File: src/rtl/rtc_time_writer_pkg.sv
// Shared RTC definitions: command bytes, frame count, state encodings, BCD time check.
// RTC_WP_RESTORE_EN adds a final frame that re-enables RTC write-protect.
package rtc_pkg;

  localparam logic [7:0] RTC_CMD_WP     = 8'h8E;
  localparam logic [7:0] RTC_CMD_SEC_W  = 8'h80;
  localparam logic [7:0] RTC_CMD_MIN_W  = 8'h82;
  localparam logic [7:0] RTC_CMD_HOUR_W = 8'h84;
  localparam logic [7:0] RTC_WP_ON      = 8'h80;

`ifdef RTC_WP_RESTORE_EN
  localparam int unsigned RTC_NUM_FRAMES = 5;
`else
  localparam int unsigned RTC_NUM_FRAMES = 4;
`endif

  typedef enum logic [2:0] {IDLE, SETUP, SHIFT, HOLD, GAP, DONE} rtc_state_e;

  typedef enum logic {SEQ_IDLE, SEQ_RUN} seq_state_e;

  typedef struct packed {
    logic [3:0] hour1;
    logic [3:0] hour0;
    logic [3:0] min1;
    logic [3:0] min0;
    logic [3:0] sec1;
    logic [3:0] sec0;
  } rtc_time_t;

  // 24h BCD time: every digit a decimal digit, tens digits within their field range.
  function automatic logic rtc_time_valid(input rtc_time_t t);
    logic ok;
    ok = (t.hour1 <= 4'd2) && (t.hour0 <= 4'd9) &&
         (t.min1  <= 4'd5) && (t.min0  <= 4'd9) &&
         (t.sec1  <= 4'd5) && (t.sec0  <= 4'd9);
    if ((t.hour1 == 4'd2) && (t.hour0 > 4'd3)) ok = 1'b0;
    return ok;
  endfunction

endpackage

File: src/rtl/rtc_time_writer_if.sv
// Time-set request and 3-wire RTC pin bundle for rtc_time_writer.
interface rtc_time_writer_if;
  logic       wr_start;
  logic [3:0] hour1;
  logic [3:0] hour0;
  logic [3:0] min1;
  logic [3:0] min0;
  logic [3:0] sec1;
  logic [3:0] sec0;
  logic       busy;
  logic       wr_done;
  logic       wr_err;
  logic       rtc_ce;
  logic       rtc_sclk;
  logic       rtc_io;
  logic       rtc_io_oe;

  modport master (
    output wr_start, hour1, hour0, min1, min0, sec1, sec0,
    input  busy, wr_done, wr_err, rtc_ce, rtc_sclk, rtc_io, rtc_io_oe
  );

  modport slave (
    input  wr_start, hour1, hour0, min1, min0, sec1, sec0,
    output busy, wr_done, wr_err, rtc_ce, rtc_sclk, rtc_io, rtc_io_oe
  );
endinterface

File: src/rtl/rtc_time_writer_shifter.sv
// Serialises one 16-bit {data, cmd} frame LSB first on CE/SCLK/IO, 36*CLK_DIV cycles per frame.
module rtc_frame_shifter
  import rtc_pkg::*;
#(
  parameter int unsigned CLK_DIV = 25
) (
  input  logic        clk,
  input  logic        rst_n,
  input  logic        start_i,
  input  logic [15:0] frame_i,
  output logic        frame_done_o,
  output logic        ce_o,
  output logic        sclk_o,
  output logic        io_o
);

  localparam logic [8:0] HALF_LAST = 9'(CLK_DIV - 1);
  localparam logic [8:0] GAP_LAST  = 9'(2 * CLK_DIV - 1);

  rtc_state_e  state_q, state_d;
  logic [8:0]  div_q, div_d;
  logic [3:0]  bit_q, bit_d;
  logic [3:0]  nxt_bit;
  logic        phase_q, phase_d;
  logic [15:0] frame_q, frame_d;
  logic        ce_q, ce_d;
  logic        sclk_q, sclk_d;
  logic        io_q, io_d;
  logic        half_end;
  logic        gap_end;

  assign half_end     = (div_q == HALF_LAST);
  assign gap_end      = (state_q == GAP) && (div_q == GAP_LAST);
  assign nxt_bit      = bit_q + 4'd1;
  assign frame_done_o = gap_end;
  assign ce_o         = ce_q;
  assign sclk_o       = sclk_q;
  assign io_o         = io_q;

  always_comb begin
    state_d = state_q;
    div_d   = div_q + 9'd1;
    bit_d   = bit_q;
    phase_d = phase_q;
    frame_d = frame_q;
    ce_d    = ce_q;
    sclk_d  = sclk_q;
    io_d    = io_q;
    case (state_q)
      IDLE: div_d = '0;
      SETUP: begin
        if (half_end) begin
          state_d = SHIFT;
          div_d   = '0;
          bit_d   = '0;
          phase_d = 1'b0;
          io_d    = frame_q[0];
        end
      end
      SHIFT: begin
        // phase_q=0 is the SCLK-low half where IO may move; phase_q=1 holds IO under SCLK high
        if (half_end) begin
          div_d = '0;
          if (!phase_q) begin
            phase_d = 1'b1;
            sclk_d  = 1'b1;
          end else if (bit_q == 4'd15) begin
            state_d = HOLD;
            phase_d = 1'b0;
            sclk_d  = 1'b0;
          end else begin
            bit_d   = nxt_bit;
            phase_d = 1'b0;
            sclk_d  = 1'b0;
            io_d    = frame_q[nxt_bit];
          end
        end
      end
      HOLD: begin
        if (half_end) begin
          state_d = GAP;
          div_d   = '0;
          ce_d    = 1'b0;
          io_d    = 1'b0;
        end
      end
      GAP: begin
        if (gap_end) begin
          state_d = IDLE;
          div_d   = '0;
        end
      end
      default: state_d = IDLE;
    endcase
    // A chained start on the last GAP cycle keeps frames back to back.
    if (start_i && ((state_q == IDLE) || gap_end)) begin
      state_d = SETUP;
      div_d   = '0;
      frame_d = frame_i;
      ce_d    = 1'b1;
      sclk_d  = 1'b0;
      io_d    = 1'b0;
    end
  end

  always_ff @(posedge clk or negedge rst_n) begin
    if (!rst_n) begin
      state_q <= IDLE;
      div_q   <= '0;
      bit_q   <= '0;
      phase_q <= 1'b0;
      ce_q    <= 1'b0;
      sclk_q  <= 1'b0;
      io_q    <= 1'b0;
    end else begin
      state_q <= state_d;
      div_q   <= div_d;
      bit_q   <= bit_d;
      phase_q <= phase_d;
      ce_q    <= ce_d;
      sclk_q  <= sclk_d;
      io_q    <= io_d;
    end
  end

  always_ff @(posedge clk) begin
    frame_q <= frame_d;
  end

endmodule

File: src/rtl/rtc_time_writer.sv
// Writes a validated BCD hh:mm:ss to a DS1302-style RTC as a fixed sequence of frames.
// RTC_WP_RESTORE_EN (see rtc_pkg) appends a write-protect restore frame.
module rtc_time_writer
  import rtc_pkg::*;
#(
  parameter int unsigned CLK_DIV = 25
) (
  input logic               clk,
  input logic               rst_n,
  rtc_time_writer_if.slave  bus
);

  seq_state_e state_q, state_d;
  logic [2:0] frame_idx_q, frame_idx_d;
  logic       busy_q, busy_d;
  logic       done_q, done_d;
  logic       err_q, err_d;
  logic [7:0] sec_q, min_q, hour_q;
  rtc_time_t  time_in;
  logic       time_ok;
  logic       accept;
  logic       last_frame;
  logic       frame_done;
  logic       sh_start;
  logic [2:0] sel_idx;
  logic [15:0] sh_frame;
  logic       ce, sclk, io;

  function automatic logic [15:0] build_frame(input logic [2:0] idx, input logic [7:0] s,
                                              input logic [7:0] m, input logic [7:0] h);
    case (idx)
      3'd0:    build_frame = {8'h00, RTC_CMD_WP};
      3'd1:    build_frame = {s, RTC_CMD_SEC_W};
      3'd2:    build_frame = {m, RTC_CMD_MIN_W};
      3'd3:    build_frame = {h, RTC_CMD_HOUR_W};
      default: build_frame = {RTC_WP_ON, RTC_CMD_WP};
    endcase
  endfunction

  assign time_in    = '{hour1: bus.hour1, hour0: bus.hour0, min1: bus.min1,
                        min0: bus.min0, sec1: bus.sec1, sec0: bus.sec0};
  assign time_ok    = rtc_time_valid(time_in);
  assign accept     = bus.wr_start && (state_q == SEQ_IDLE) && time_ok;
  assign last_frame = (frame_idx_q == 3'(RTC_NUM_FRAMES - 1));
  assign sh_start   = accept || (frame_done && !last_frame);
  // Frame 0 is constant, so it can launch on the accept edge before the digits are latched.
  assign sel_idx    = accept ? 3'd0 : frame_idx_q + 3'd1;
  assign sh_frame   = build_frame(sel_idx, sec_q, min_q, hour_q);

  always_comb begin
    state_d     = state_q;
    frame_idx_d = frame_idx_q;
    busy_d      = busy_q;
    done_d      = 1'b0;
    err_d       = 1'b0;
    case (state_q)
      SEQ_IDLE: begin
        if (bus.wr_start) begin
          if (time_ok) begin
            state_d     = SEQ_RUN;
            frame_idx_d = '0;
            busy_d      = 1'b1;
          end else begin
            err_d = 1'b1;
          end
        end
      end
      SEQ_RUN: begin
        if (frame_done) begin
          if (last_frame) begin
            state_d = SEQ_IDLE;
            busy_d  = 1'b0;
            done_d  = 1'b1;
          end else begin
            frame_idx_d = frame_idx_q + 3'd1;
          end
        end
      end
      default: state_d = SEQ_IDLE;
    endcase
  end

  always_ff @(posedge clk or negedge rst_n) begin
    if (!rst_n) begin
      state_q     <= SEQ_IDLE;
      frame_idx_q <= '0;
      busy_q      <= 1'b0;
      done_q      <= 1'b0;
      err_q       <= 1'b0;
    end else begin
      state_q     <= state_d;
      frame_idx_q <= frame_idx_d;
      busy_q      <= busy_d;
      done_q      <= done_d;
      err_q       <= err_d;
    end
  end

  always_ff @(posedge clk) begin
    if (accept) begin
      sec_q  <= {1'b0, bus.sec1[2:0], bus.sec0};
      min_q  <= {1'b0, bus.min1[2:0], bus.min0};
      hour_q <= {2'b00, bus.hour1[1:0], bus.hour0};
    end
  end

  rtc_frame_shifter #(.CLK_DIV(CLK_DIV)) u_shifter (
    .clk          (clk),
    .rst_n        (rst_n),
    .start_i      (sh_start),
    .frame_i      (sh_frame),
    .frame_done_o (frame_done),
    .ce_o         (ce),
    .sclk_o       (sclk),
    .io_o         (io)
  );

  assign bus.busy      = busy_q;
  assign bus.wr_done   = done_q;
  assign bus.wr_err    = err_q;
  assign bus.rtc_ce    = ce;
  assign bus.rtc_sclk  = sclk;
  assign bus.rtc_io    = io;
  assign bus.rtc_io_oe = ce;

endmodule

File: src/flat_wrapper.sv
// flat-port wrapper written by rule: the top's interface ports become plain ports
module rtc_time_writer_flat import rtc_pkg::*;
#(
  parameter int unsigned CLK_DIV = 25
)
  (clk, rst_n, bus_wr_start, bus_hour1, bus_hour0, bus_min1, bus_min0, bus_sec1, bus_sec0, bus_busy, bus_wr_done, bus_wr_err, bus_rtc_ce, bus_rtc_sclk, bus_rtc_io, bus_rtc_io_oe);
  rtc_time_writer_if bus_i ();
  input logic clk;
  input logic rst_n;
  input wire logic [$bits(bus_i.wr_start)-1:0] bus_wr_start;
  input wire logic [$bits(bus_i.hour1)-1:0] bus_hour1;
  input wire logic [$bits(bus_i.hour0)-1:0] bus_hour0;
  input wire logic [$bits(bus_i.min1)-1:0] bus_min1;
  input wire logic [$bits(bus_i.min0)-1:0] bus_min0;
  input wire logic [$bits(bus_i.sec1)-1:0] bus_sec1;
  input wire logic [$bits(bus_i.sec0)-1:0] bus_sec0;
  output wire logic [$bits(bus_i.busy)-1:0] bus_busy;
  output wire logic [$bits(bus_i.wr_done)-1:0] bus_wr_done;
  output wire logic [$bits(bus_i.wr_err)-1:0] bus_wr_err;
  output wire logic [$bits(bus_i.rtc_ce)-1:0] bus_rtc_ce;
  output wire logic [$bits(bus_i.rtc_sclk)-1:0] bus_rtc_sclk;
  output wire logic [$bits(bus_i.rtc_io)-1:0] bus_rtc_io;
  output wire logic [$bits(bus_i.rtc_io_oe)-1:0] bus_rtc_io_oe;
  assign bus_i.wr_start = bus_wr_start;
  assign bus_i.hour1 = bus_hour1;
  assign bus_i.hour0 = bus_hour0;
  assign bus_i.min1 = bus_min1;
  assign bus_i.min0 = bus_min0;
  assign bus_i.sec1 = bus_sec1;
  assign bus_i.sec0 = bus_sec0;
  assign bus_busy = bus_i.busy;
  assign bus_wr_done = bus_i.wr_done;
  assign bus_wr_err = bus_i.wr_err;
  assign bus_rtc_ce = bus_i.rtc_ce;
  assign bus_rtc_sclk = bus_i.rtc_sclk;
  assign bus_rtc_io = bus_i.rtc_io;
  assign bus_rtc_io_oe = bus_i.rtc_io_oe;
  rtc_time_writer #(.CLK_DIV(CLK_DIV)) u_core (.clk(clk), .rst_n(rst_n), .bus(bus_i));
endmodule
File: config.mk
export PLATFORM = sky130hd
export DESIGN_NAME = rtc_time_writer_flat
export DESIGN_NICKNAME = d
export VERILOG_FILES = /design/src/rtl/rtc_time_writer_pkg.sv /design/src/rtl/rtc_time_writer_if.sv /design/src/rtl/rtc_time_writer_shifter.sv /design/src/rtl/rtc_time_writer.sv /design/src/flat_wrapper.sv
export SDC_FILE = /design/constraint.sdc
export NUM_CORES = 1
export LEC_CHECK = 0
export CORE_ASPECT_RATIO = 0.6
export CORE_MARGIN = 3
export CORE_UTILIZATION = 35
export CTS_CLUSTER_SIZE = 30
export DETAILED_ROUTE_END_ITERATION = 8
export MAX_ROUTING_LAYER = met4
export PLACE_DENSITY_LB_ADDON = 0.15
export SLEW_MARGIN = 20
export SYNTH_ARGS = -nofsm -noshare
export SYNTH_HDL_FRONTEND = slang
export SYNTH_SLANG_ARGS = --single-unit
File: constraint.sdc
create_clock -name clk -period 3.91 [get_ports clk]
set_input_delay 0.9775 -clock clk [delete_from_list [all_inputs] [get_ports clk]]
set_output_delay 0.9775 -clock clk [all_outputs]
set_load 0.01 [all_outputs]
Yosys cells after proc, flatten, opt, wreduce, memory -nomap -nowiden --
Index checks and enable logic that the tools add are counted.
Storage, ports and cells: register bits 63, output and inout bits 7, logic and storage cells 144
Operators by class: add/sub/neg operators 3, order comparisons 8, equal/unequal tests 29, muxes and demuxes 57, bitwise logic cells 1, reductions and logical operators 30
Operators with widths (number):
- one-hot mux 16 bit (4 select lines) | 1
- 2-to-1 mux 3 bit | 12
- 2-to-1 mux 1 bit | 28
- 2-to-1 mux 9 bit | 3
- one-hot mux 9 bit (3 select lines) | 1
- inequality test 3 bit (second input constant) | 6
- 2-to-1 mux 4 bit | 4
- inequality test 2 bit (second input constant) | 8
- == test 3 x 2 -> 1 bit (second input constant) | 5
- one-hot mux 3 bit (5 select lines) | 1
- <= comparator 4 bit (second input constant) | 3
- logical AND 1 bit | 11
- adder 9 x 1 -> 9 bit (second input constant) | 1
- == test 9 x 5 -> 1 bit (second input constant) | 1
- == test 9 x 6 -> 1 bit (second input constant) | 1
- <= comparator 4 x 3 -> 1 bit (second input constant) | 2
- one-hot mux 4 bit (2 select lines) | 1
- AND reduction 4 bit | 2
- nonzero test 2 bit | 4
- AND reduction 7 bit | 1
- == test 3 x 1 -> 1 bit (second input constant) | 2
- logical NOT 3 bit | 2
- one-hot mux 1 bit (2 select lines) | 3
- one-hot mux 3 bit (2 select lines) | 1
- 21 further kinds | 24

Longest topological paths before layout --
word-level depth 12, mapped depth 8, mapped depth without buffers 7

Modules after synthesis --
From an unflattened synthesis, not the netlist that was laid out.
Second synthesis, totals: cells, all modules 246, area, all modules 2940.3 um^2
Modules (own cells, without submodules):
- rtc_frame_shifter | times used 1, cells an instance 150, area each 1712.9 um^2, sequential area each 980.9 um^2
- rtc_time_writer | times used 1, cells an instance 96, area each 1227.4 um^2, sequential area each 775.7 um^2

Least setup slack after synthesis --
No wires, ideal clock.
path type in2reg, start input bus_hour1[3], end register u_core.hour_q[0], enable pin, setup time 0.425 ns, data arrival time 2.898 ns, data required time 3.485 ns, path slack 0.587 ns, stages on the path 3, path buffers 0, cell sequence nor4_1 -> nand4_1 -> nor3_1
On the way: word-level cells in the longest chain between the ends 8
Ends and longest elaborated chain:
- from (decl) | RTL line flat_wrapper.sv:11 | input wire logic [$bits(bus_i.hour1)-1:0] bus_hour1;
- <= comparator 4 x 2 -> 1 bit | RTL line rtc_time_writer_pkg.sv:33 | ok = (t.hour1 <= 4'd2) && (t.hour0 <= 4'd9) &&
- logical AND 1 bit (2 in a row) | RTL line rtc_time_writer_pkg.sv:33
- logical AND 1 bit (2 in a row) | RTL line rtc_time_writer_pkg.sv:34 | (t.min1 <= 4'd5) && (t.min0 <= 4'd9) &&
- logical AND 1 bit | RTL line rtc_time_writer_pkg.sv:35 | (t.sec1 <= 4'd5) && (t.sec0 <= 4'd9);
- 2-to-1 mux 1 bit (*) | RTL line rtc_time_writer_pkg.sv:36 | if ((t.hour1 == 4'd2) && (t.hour0 > 4'd3)) ok = 1'b0;
- logical AND 1 bit (*) | RTL line rtc_time_writer.sv:43 | assign accept = bus.wr_start && (state_q == SEQ_IDLE) && time_ok;
- net u_core.accept | RTL line rtc_time_writer.sv:21 | logic accept;
- to (signal assigned) | RTL line rtc_time_writer.sv:103 | hour_q <= {2'b00, bus.hour1[1:0], bus.hour0};
- to (decl) | RTL line rtc_time_writer.sv:18 | logic [7:0] sec_q, min_q, hour_q;
The timed path passes the listed nets; every way through them passes the cells marked *. A chain may end at the register's enable or synchronous reset.

Worst setup path in the final report --
start input bus_sec0[1], end register u_core.u_shifter.frame_q[11], enable pin
On the way: word-level cells in the longest chain between the ends 6
Ends and longest elaborated chain:
- from (decl) | RTL line flat_wrapper.sv:16 | input wire logic [$bits(bus_i.sec0)-1:0] bus_sec0;
- <= comparator 4 bit | RTL line rtc_time_writer_pkg.sv:35
- logical AND 1 bit | RTL line rtc_time_writer_pkg.sv:35
- 2-to-1 mux 1 bit | RTL line rtc_time_writer_pkg.sv:36
- logical AND 1 bit | RTL line rtc_time_writer.sv:43
- logical OR 1 bit | RTL line rtc_time_writer.sv:45 | assign sh_start = accept || (frame_done && !last_frame);
- logical AND 1 bit | RTL line rtc_time_writer_shifter.sv:96 | if (start_i && ((state_q == IDLE) || gap_end)) begin
- to (signal assigned) | RTL line rtc_time_writer_shifter.sv:127 | frame_q <= frame_d;
- to (decl) | RTL line rtc_time_writer_shifter.sv:25 | logic [15:0] frame_q, frame_d;
No other way between the ends.

==> run metrics <==
DRC viols 0; Cells after Synth 237; vias in the first global route 1803; DRT Pass-1 Iters 4; fmax 0.353 GHz; WP data required 3930 ps; hold crit path type reg2reg; global-route wire length before repair 9180 um; Die Width 119 um; gr usage total 0.142; CP cell instances clkdlybuf4s50_1 -> o21ai_0 -> nand4_1 -> or3_1 -> a21oi_1 -> buf_4; Fin Setup TNS 0 ps; Yosys cell types 42; period utilization 0.724; ys async rst share 0.466; syn_nets 271; status finished clean; Worst-Skew Late Latency 320 ps; total of max-cap violations 0; clk root buf clkbuf_16; largest net degree at the start of global routing 28; sequential fraction of the synthesis area 0.595; TritonCTS clock tree built; Area Overhead vs Synth 29.5%; Final nets 310; Initial DRC Count 124; Switching Share 0.185; Initial Util 0.366; DR top layer met4; ant diodes 0; measured slew at the worst slew-check pin 618 ps; worst-path maximum fanout 15; met3 WL 276 um; CTS H-tree lvls 3; crit end category register; CP startpoint kind input port; Seq cells post-synth 58; Util after Layout 0.473; PortBufs 33; Setup Crit Path Kind in2reg; CTS Buf Count 9; share of post-route cells with drive strength above 1 0.0961; clk_skew 6.83 ps; WL/cell 14.0 um; WL final 5400 um; CP max stage delay 550 ps; hpwl dp 3740 um; commonest cells after routing, fill and taps aside nor2_1 (40), clkdlybuf4s50_1 (33), edfxtp_1 (31), dfrtp_1 (27), nand2_1 (19); slowest stage cell, crit path or3_1; min Tclk post-route 2830 ps; Post-synth EDFFs 31; postcts setup bufs 0; Max transition margin 0.588; final number of max-transition violations 0; Ys Warns 0; hold_buf cts 0; LEAKAGE 1.36 nW; Worst VDD drop 0.226 mV; endpoints failing hold 0; PD cells 452 nW/um2; num rows 24; WL met2 1960 um; CP arrival 2850 ps; Setup WS post-layout 1080 ps; Net Switching 292 uW; Die H 74.0 um; Clock Tree Buf Depth 2; commonest non-fill, non-tap cell in the layout nor2_1; Worst-path clk slew 50 ps; internal power 1.29 mW; synthesized area 2700 um2; syn_area_per_cell 11.4 um2; Placer Congestion 0.738; CTS sink count 58; # IOs 34; RSZ-0062 raised after global routing false; combinational share of power 0.024; Via density 4.67; DR vias 1799; Top FF cell, synth edfxtp_1; dpl ws 734 ps; CORE AREA 7390 um2; total gr overflow 0; Antenna Violating Nets Remaining 0; initial antenna violation count 0; Seq pwr share 0.407; clock power share 0.568; WL met1 3100 um; Setup Viol. Count Final 0; die area 8840 um2; Resized Gates After CTS 0
==> stage by stage <==
step	power [mW]	hold WS, ps	instance area, um2	instances
finish	1.58	503	3500	385
global route	1.63	556	3500	385
CTS	1.60	506	3500	385
detailed placement	0.694	495	3150	369
global placement	0.694	492	3150	369
floorplan	0.658	467	2700	237
==> cells in the mapped netlist, drive strengths merged, types with 3 or more instances <==
library cell | n | area share
mux2i | 9 | 0.033
a21oi | 11 | 0.020
xnor2 | 7 | 0.023
nor2 | 40 | 0.056
nand4 | 3 | 0.0070
edfxtp | 31 | 0.34
nand3 | 11 | 0.020
o31ai | 3 | 0.0083
ha | 7 | 0.032
inv | 10 | 0.014
nand2 | 19 | 0.026
dfrtp | 27 | 0.25
xor2 | 5 | 0.016
clkbuf | 7 | 0.0097
o21ai | 14 | 0.027
==> state kept, by name, indices dropped and copies added, names as in the netlist, 3 cells and up <==
name	flops
u_core.sec_q	7
u_core.min_q	7
u_core.frame_idx_q	3
u_core.u_shifter.state_q	3
u_core.u_shifter.div_q	9
u_core.hour_q	6
u_core.u_shifter.bit_q	4
u_core.u_shifter.frame_q	11
==> worst paths after layout <==
check | from | to | slack, ps | depth (start not counted)
worst max register to register | u_core.u_shifter.div_q[2]$_DFF_PN0_ | u_core.u_shifter.bit_q[3]$_DFFE_PN0P_ | 1760 | 6
min in group asynchronous | rst_n | u_core.u_shifter.bit_q[2]$_DFFE_PN0P_ | 1040 | 2
max in group asynchronous | rst_n | u_core.frame_idx_q[0]$_DFFE_PN0P_ | 2590 | 2
worst max-delay path | bus_sec0[1] | u_core.u_shifter.frame_q[11]$_DFFE_PN_ | 1080 | 6
worst min register to register | u_core.frame_idx_q[2]$_DFFE_PN0P_ | u_core.frame_idx_q[2]$_DFFE_PN0P_ | 500 | 2
worst min-delay path | u_core.frame_idx_q[2]$_DFFE_PN0P_ | u_core.frame_idx_q[2]$_DFFE_PN0P_ | 500 | 2
==> per-layer routing <==
metal  global-route usage  up-vias
met5                    -        -
met4               0.0457        0
met3               0.0464        8
met2                0.178       46
met1                0.211      820
li1                     -      925
==> power groups by stage <==
stage / registers [mW] / logic [mW] / clock network (mW)
after floorplan: 0.655 / 0.00269 / 0
after global placement: 0.655 / 0.0392 / 0
after detailed placement: 0.655 / 0.0394 / 0
after CTS: 0.643 / 0.0394 / 0.913
after global routing: 0.643 / 0.0429 / 0.942
final: 0.643 / 0.0385 / 0.898
==> cell families (layout without fill, tap and decap cells) <==
logic type | after synthesis | in the layout | synth area share
AO/OA/AOI/OAI | 39 | 39 | 0.0927
multiplexers | 11 | 11 | 0.0500
XOR/XNOR | 12 | 12 | 0.0389
AND/OR/NAND/NOR | 91 | 91 | 0.162
flip-flops | 58 | 58 | 0.595
adder cells (fa/ha/maj) | 7 | 7 | 0.0324
buffers and inverters | 19 | 63 | 0.0292
==> critical path: cells and delay by family <==
family          cells  cell delay [ps]
compound gates      2              450
simple gates        2              760
buf+inv             2              650
==> area by class of cell <==
class                      instances  area [um2]
clock buffer                       9         225
clock inverter                     7         118
fill                             708        3890
inverter                          10        37.5
multi-input combinational        160        1020
sequential                        58        1610
tap                              104         130
timing repair buffer              37         360
No activity file was read; power rests on OpenSTA's default activity.
